$ cat config.mk
export PLATFORM = sky130hd
export DESIGN_NAME = writeback_vec_flat
export DESIGN_NICKNAME = d
export VERILOG_FILES = /design/src/rtl/writeback_vec_if.sv /design/src/rtl/writeback_vec.sv /design/src/flat_wrapper.sv
export SDC_FILE = /design/constraint.sdc
export NUM_CORES = 1
export LEC_CHECK = 0
export BUFFER_PORTS_ARGS = -buffer_cell sky130_fd_sc_hd__buf_2
export CORE_ASPECT_RATIO = 1.1
export CORE_MARGIN = 2
export CORE_UTILIZATION = 58
export DETAILED_ROUTE_END_ITERATION = 7
export GPL_TIMING_DRIVEN = 0
export PLACE_DENSITY = 0.85
export SLEW_MARGIN = 20
export SYNTH_ARGS = -nofsm -noshare
export SYNTH_HDL_FRONTEND = slang
export SYNTH_SLANG_ARGS = --single-unit
$ cat constraint.sdc
create_clock -name clk -period 5.1 [get_ports clk]
set_clock_uncertainty 0.05 [all_clocks]
set_input_delay 0.255 -clock clk [delete_from_list [all_inputs] [get_ports clk]]
set_output_delay 0.255 -clock clk [all_outputs]
set_load 0.02 [all_outputs]
$ cat src/rtl/writeback_vec_if.sv
// Memory-stage to write-back bundle, plus the register-file write port the stage drives.
// WB_LANE_MASK_EN adds the per-lane write mask (LaneMaskM in, WeLaneW out).
interface writeback_vec_if #(
   parameter int WIDTH = 18,
   parameter int LANES = 3,
   parameter int ADDR  = 4
);
   logic                         ValidM;
   logic                         RegWriteM;
   logic                         MemtoRegM;
   logic [ADDR-1:0]              wa3m;
   logic [LANES-1:0][WIDTH-1:0]  ALUResultM;
   logic [WIDTH-1:0]             ReadDataM;
   logic                         ReadValidM;
   logic                         StallM;
   logic                         RegWriteW;
   logic [ADDR-1:0]              wa3w;
   logic [LANES-1:0][WIDTH-1:0]  wd3;
   logic                         PCWriteW;
`ifdef WB_LANE_MASK_EN
   logic [LANES-1:0]             LaneMaskM;
   logic [LANES-1:0]             WeLaneW;
`endif

   modport master (
`ifdef WB_LANE_MASK_EN
      output LaneMaskM, input WeLaneW,
`endif
      output ValidM, RegWriteM, MemtoRegM, wa3m, ALUResultM, ReadDataM, ReadValidM,
      input  StallM, RegWriteW, wa3w, wd3, PCWriteW
   );

   modport slave (
`ifdef WB_LANE_MASK_EN
      input LaneMaskM, output WeLaneW,
`endif
      input  ValidM, RegWriteM, MemtoRegM, wa3m, ALUResultM, ReadDataM, ReadValidM,
      output StallM, RegWriteW, wa3w, wd3, PCWriteW
   );
endinterface

$ cat src/rtl/writeback_vec.sv
// Vector write-back stage: forwards ALU vectors, assembles one-lane-per-beat loads, drives the RF write port.
// Optional per-lane write mask enabled with WB_LANE_MASK_EN.
module writeback_vec #(
   parameter int WIDTH = 18,
   parameter int LANES = 3,
   parameter int ADDR  = 4
) (
   input logic           clk,
   input logic           rst,
   writeback_vec_if.slave bus
);
   localparam int CNT_W = (LANES > 1) ? $clog2(LANES) : 1;
   localparam logic [CNT_W-1:0] LAST = CNT_W'(LANES - 1);

   typedef logic [LANES-1:0][WIDTH-1:0] vec_t;
   typedef enum logic [1:0] {IDLE, LOAD, COMMIT} state_t;

   state_t           state_q, state_d;
   logic [CNT_W-1:0] lane_cnt_q, lane_cnt_d;
   vec_t             lanes_q, lanes_d;
   logic [ADDR-1:0]  ld_addr_q, ld_addr_d;
   logic             ld_we_q, ld_we_d;
   logic [LANES-1:0] mask_q, mask_d;
   logic             rw_q, rw_d;
   logic [ADDR-1:0]  wa3w_q, wa3w_d;
   vec_t             wd3_q, wd3_d;
   logic [LANES-1:0] in_mask, sel_mask;
`ifdef WB_LANE_MASK_EN
   logic [LANES-1:0] we_lane_q, we_lane_d;

   assign in_mask = bus.LaneMaskM;
`else
   assign in_mask = '1;
`endif

   function automatic vec_t apply_mask(input vec_t v, input logic [LANES-1:0] m);
      vec_t r;
      for (int i = 0; i < LANES; i++) r[i] = m[i] ? v[i] : '0;
      return r;
   endfunction

   always_comb begin
      // NOTE: every variable gets a default before the case so no path leaves one unassigned (no latches).
      state_d    = state_q;
      lane_cnt_d = lane_cnt_q;
      lanes_d    = lanes_q;
      ld_addr_d  = ld_addr_q;
      ld_we_d    = ld_we_q;
      mask_d     = mask_q;
      rw_d       = 1'b0;
      wa3w_d     = wa3w_q;
      wd3_d      = wd3_q;
      sel_mask   = in_mask;

      unique case (state_q)
         IDLE, COMMIT: begin
            // COMMIT only presents the load's write; it accepts new work exactly like IDLE.
            state_d = IDLE;
            if (bus.ValidM) begin
               if (bus.MemtoRegM) begin
                  state_d    = LOAD;
                  lane_cnt_d = '0;
                  ld_addr_d  = bus.wa3m;
                  ld_we_d    = bus.RegWriteM;
                  mask_d     = in_mask;
               end else if (bus.RegWriteM) begin
                  rw_d   = 1'b1;
                  wa3w_d = bus.wa3m;
                  wd3_d  = apply_mask(bus.ALUResultM, in_mask);
               end
            end
         end
         LOAD: begin
            sel_mask = mask_q;
            if (bus.ReadValidM) begin
               lanes_d[lane_cnt_q] = bus.ReadDataM;
               lane_cnt_d          = lane_cnt_q + CNT_W'(1);
               if (lane_cnt_q == LAST) begin
                  state_d    = COMMIT;
                  lane_cnt_d = '0;
                  if (ld_we_q) begin
                     rw_d   = 1'b1;
                     wa3w_d = ld_addr_q;
                     wd3_d  = apply_mask(lanes_d, mask_q);
                  end
               end
            end
         end
         default: state_d = IDLE;
      endcase
`ifdef WB_LANE_MASK_EN
      we_lane_d = rw_d ? sel_mask : '0;
`endif
   end

   // NOTE: sequential state uses non-blocking assignments so every register samples pre-edge values.
   always_ff @(posedge clk) begin
      if (rst) begin
         state_q    <= IDLE;
         lane_cnt_q <= '0;
         rw_q       <= 1'b0;
         wa3w_q     <= '0;
         wd3_q      <= '0;
`ifdef WB_LANE_MASK_EN
         we_lane_q  <= '0;
`endif
      end else begin
         state_q    <= state_d;
         lane_cnt_q <= lane_cnt_d;
         rw_q       <= rw_d;
         wa3w_q     <= wa3w_d;
         wd3_q      <= wd3_d;
`ifdef WB_LANE_MASK_EN
         we_lane_q  <= we_lane_d;
`endif
      end
   end

   // NOTE: lane buffer and load context are left unreset; they are always rewritten before LOAD reads them.
   always_ff @(posedge clk) begin
      lanes_q   <= lanes_d;
      ld_addr_q <= ld_addr_d;
      ld_we_q   <= ld_we_d;
      mask_q    <= mask_d;
   end

   assign bus.StallM    = (state_q == LOAD);
   assign bus.RegWriteW = rw_q;
   assign bus.wa3w      = wa3w_q;
   assign bus.wd3       = wd3_q;
   assign bus.PCWriteW  = rw_q && (&wa3w_q);
`ifdef WB_LANE_MASK_EN
   assign bus.WeLaneW   = we_lane_q;
`endif
endmodule
$ cat src/flat_wrapper.sv
// flat-port wrapper written by rule: the top's interface ports become plain ports
module writeback_vec_flat 
#(
   parameter int WIDTH = 18,
   parameter int LANES = 3,
   parameter int ADDR  = 4
)
  (clk, rst, bus_ValidM, bus_RegWriteM, bus_MemtoRegM, bus_wa3m, bus_ALUResultM, bus_ReadDataM, bus_ReadValidM, bus_StallM, bus_RegWriteW, bus_wa3w, bus_wd3, bus_PCWriteW);
  writeback_vec_if #(.WIDTH(WIDTH), .LANES(LANES), .ADDR(ADDR)) bus_i ();
  input logic clk;
  input logic rst;
  input wire logic [$bits(bus_i.ValidM)-1:0] bus_ValidM;
  input wire logic [$bits(bus_i.RegWriteM)-1:0] bus_RegWriteM;
  input wire logic [$bits(bus_i.MemtoRegM)-1:0] bus_MemtoRegM;
  input wire logic [$bits(bus_i.wa3m)-1:0] bus_wa3m;
  input wire logic [$bits(bus_i.ALUResultM)-1:0] bus_ALUResultM;
  input wire logic [$bits(bus_i.ReadDataM)-1:0] bus_ReadDataM;
  input wire logic [$bits(bus_i.ReadValidM)-1:0] bus_ReadValidM;
  output wire logic [$bits(bus_i.StallM)-1:0] bus_StallM;
  output wire logic [$bits(bus_i.RegWriteW)-1:0] bus_RegWriteW;
  output wire logic [$bits(bus_i.wa3w)-1:0] bus_wa3w;
  output wire logic [$bits(bus_i.wd3)-1:0] bus_wd3;
  output wire logic [$bits(bus_i.PCWriteW)-1:0] bus_PCWriteW;
  assign bus_i.ValidM = bus_ValidM;
  assign bus_i.RegWriteM = bus_RegWriteM;
  assign bus_i.MemtoRegM = bus_MemtoRegM;
  assign bus_i.wa3m = bus_wa3m;
  assign bus_i.ALUResultM = bus_ALUResultM;
  assign bus_i.ReadDataM = bus_ReadDataM;
  assign bus_i.ReadValidM = bus_ReadValidM;
  assign bus_StallM = bus_i.StallM;
  assign bus_RegWriteW = bus_i.RegWriteW;
  assign bus_wa3w = bus_i.wa3w;
  assign bus_wd3 = bus_i.wd3;
  assign bus_PCWriteW = bus_i.PCWriteW;
  writeback_vec #(.WIDTH(WIDTH), .LANES(LANES), .ADDR(ADDR)) u_core (.clk(clk), .rst(rst), .bus(bus_i));
endmodule
==> metrics.md <==
| Metric | Value |
|---|---|
| H-tree levels | `4` |
| Cell taking the most area after synthesis | `edfxtp_1` |
| Post-synthesis sequential area ratio | `49.55%` |
| Final-report max-slew violation count | `0` |
| DRC Markers | `0` |
| Filler instances | `740` |
| Fraction of layout cells with a size suffix above 1 | `35.93%` |
| Slew @ Worst Pin | `~790 ps` |
| Placed cell count | `slightly above 800` |
| Count leader, synth | `dfxtp_1` |
| Design area | `between 7000 and 8000 um^2` |
| Vias per inst | `roughly 6` |
| CP startpoint kind | `flop` |
| Synth unique cells | `35` |
| Initial Util | `59.17%` |
| Synth Register Bits | `about 120` |
| Global Route Usage Sum | `29.22%` |
| Setup CP Type | `flop to flop` |
| CTS sink cnt | `about 120` |
| Routed vias | `5088` |
| Clk slew on worst S/H paths | `about 60 ps` |
| Critical path required time | `around 5400 ps` |
| Class of the worst hold path | `primary input to flop` |
| CTS-repair resized insts | `0` |
| I/O Buffers | `~140` |
| Number of global-route vias before repair | `slightly above 5000` |
| Max Cap Viol | `0` |
| CTS Root Cell | `clkbuf_16` |
| Mapped Cells | `540` |
| Lkg Pwr | `about 3.4 nW` |
| Setup Fix Bufs, Post-CTS | `0` |
| Post-DR wirelength/cell | `18.91 um` |
| Final setup TNS | `0 ps` |
| N_diodes | `0` |
| Endpoint class of the critical path | `flop` |
| Final nets | `787` |
| Hpwl dp | `11490 um` |
| Tcrit/Tclk final | `a little under half` |
| Synthesized area | `a little over 6000 um^2` |
| Pre-antenna DRT Iters | `5` |
| Area delta synth->final | `24.86%` |
| Total Power | `around 2.6 mW` |
| Pin count of the biggest net entering global routing | `between 60 and 70` |
| Initial antenna violation count | `0` |
| First-pass GRT wire length | `around 26000 um` |
| GRT Residual Overflow | `0` |
| Synth top cells by count | `63 x dfxtp_1, 59 x edfxtp_1, 56 x inv_1, 55 x a21o_1, 55 x nor2_1` |
| Routability Congestion | `between 0.8 and 0.9` |
| Synth top area cells | `edfxtp_1 29%, dfxtp_1 21%, o32ai_2 13%, a21o_1 6.7%, a211oi_1 6.6%` |
| Final Hold Fails | `0` |
| Slew margin rel. | `between 40% and 50%` |
| Die Span Y | `around 110 um` |
| RSZ-0062 raised after global routing | `false` |
| Inserted Clock Buffers | `17` |
| EDFF count, synth | `slightly below 60` |
| CTS Hold Bufs | `5` |
| Warnings, synthesis | `0` |
| Post-DP Area | `about 7000 um^2` |
| CORE AREA | `10340 um^2` |
| Drt total wl | `16280 um` |
| Non-filler instance count after layout | `roughly 860` |
| Clk buf depth | `2` |
| Synth async-reset ratio | `0%` |
| Share of the synthesized area in the top cell type | `around 29%` |
| Top-Level Pins | `around 140` |
| Clock latency at the later pin of the worst-skew pair | `roughly 420 ps` |
| PD cells | `about 340 nW/um^2` |
| Mapped Nets | `around 620` |
| Status | `completed` |
| Die width | `102.0 um` |
| Fin crit period | `2433 ps` |
| Post-Syn Area per Cell | `~11 um^2` |
| Core Rows | `39` |
| Iteration-0 DRC Markers | `~400` |
| DRT antenna net count | `0` |
| Arr. time, crit path | `roughly 2700 ps` |
| Fmax | `just over 400 MHz` |
| Crit path max fanout | `60` |
| CTS tree | `built` |
| # setup viols final | `0` |
| Top FF cell, synth | `dfxtp_1` |
| Peak VDD IR | `around 0.22 mV` |
| Die area | `11390 um^2` |
-- registers in the layout, summed over array words and instances, names as in the netlist --
| name | flops |
|---|---|
| u_core.state_q | 2 |
| u_core.bus.wa3w | 4 |
| u_core.ld_addr_q | 4 |
| u_core.bus.RegWriteW | 1 |
| u_core.bus.wd3 | 54 |
| u_core.ld_we_q | 1 |
| u_core.lanes_q | 54 |
| u_core.lane_cnt_q | 2 |
-- metrics by stage --
| stage | hold WS, ps | util, % | worst slack, ps |
|---|---|---|---|
| global route | 112.9 | 73.88 | 2581 |
| CTS | 99.60 | 73.88 | 2695 |
| detailed placement | 402.1 | 67.74 | 2743 |
| floorplan | 303.9 | - | 2948 |
| finish | 109.4 | 73.88 | 2667 |
| global placement | 392.9 | 67.72 | 2435 |
-- worst paths after layout --
check / from / end / slack, ps / cells past startpoint
setup / recovery: u_core.state_q[0] / u_core.bus.wd3[25] / 2670 / 5
hold / removal: bus_ALUResultM[35] / u_core.bus.wd3[35] / 110 / 3
setup reg to reg: u_core.state_q[0] / u_core.bus.wd3[25] / 2670 / 5
hold reg to reg: u_core.bus.wd3[18] / u_core.bus.wd3[18] / 410 / 2
-- placed cells by master (no fill, tap or decap), types with 3 or more instances in the layout --
cell and count:
a211oi_1 54, a21o_1 55, a21oi_1 3, a311oi_1 8
and3b_1 36, buf_2 165, buf_6 5, bufinv_16 3
clkbuf_1 16, clkbuf_16 17, clkinv_2 4, clkinvlp_4 5
dfxtp_1 63, dlygate4sd3_1 5, edfxtp_1 59, inv_1 56
nand2_1 9, nand2b_1 3, nand3_1 3, nor2_1 55
o21a_1 18, o32ai_1 5, o32ai_2 49
-- critical path: stages (launching register included) --
cell      delay, ps
dfxtp_1         410
nand3b_2        190
inv_4           580
a32oi_4         440
buf_6           280
o32ai_2         290
-- where the power goes --
| part | internal [mW] | switching, mW |
|---|---|---|
| logic | 0.115 | 0.181 |
| registers | 1.07 | 0.0176 |
| clock network | 0.759 | 0.441 |
| total | 1.94 | 0.640 |
-- layer usage --
| layer | part of all wire [%] | global-route usage, % | up-vias |
|---|---|---|---|
| li1 | - | - | 2365 |
| met1 | 41 | 38.71 | 2473 |
| met2 | 50 | 47.94 | 229 |
| met3 | 7.3 | 7.282 | 21 |
| met4 | 1.5 | 7.556 | 0 |
| met5 | 0 | 0 | - |
-- layout make-up --
class / count / area [um^2] / share of cell area, %
multi-input cells: 312 / 2618 / 34.25
flip-flops and latches: 122 / 3033 / 39.69
clock inverters: 14 / 155.1 / 2.030
inverters: 59 / 224.0 / 2.931
well taps: 143 / 178.9 / 2.341
repair buffers: 146 / 755.7 / 9.889
clock buffers: 18 / 429.2 / 5.616
plain buffers: 47 / 249.0 / 3.258
-- logic make-up (layout without fill, tap and decap cells) --
family                 count (synthesis)  after routing  synth area share [%]
AND/OR/NAND/NOR                      117            117                 11.32
buffers and inverters                106            284                 7.686
flip-flops                           122            122                 49.55
AO/OA/AOI/OAI                        195            195                 31.44
Note: power is estimated with default switching activity, not from simulation.
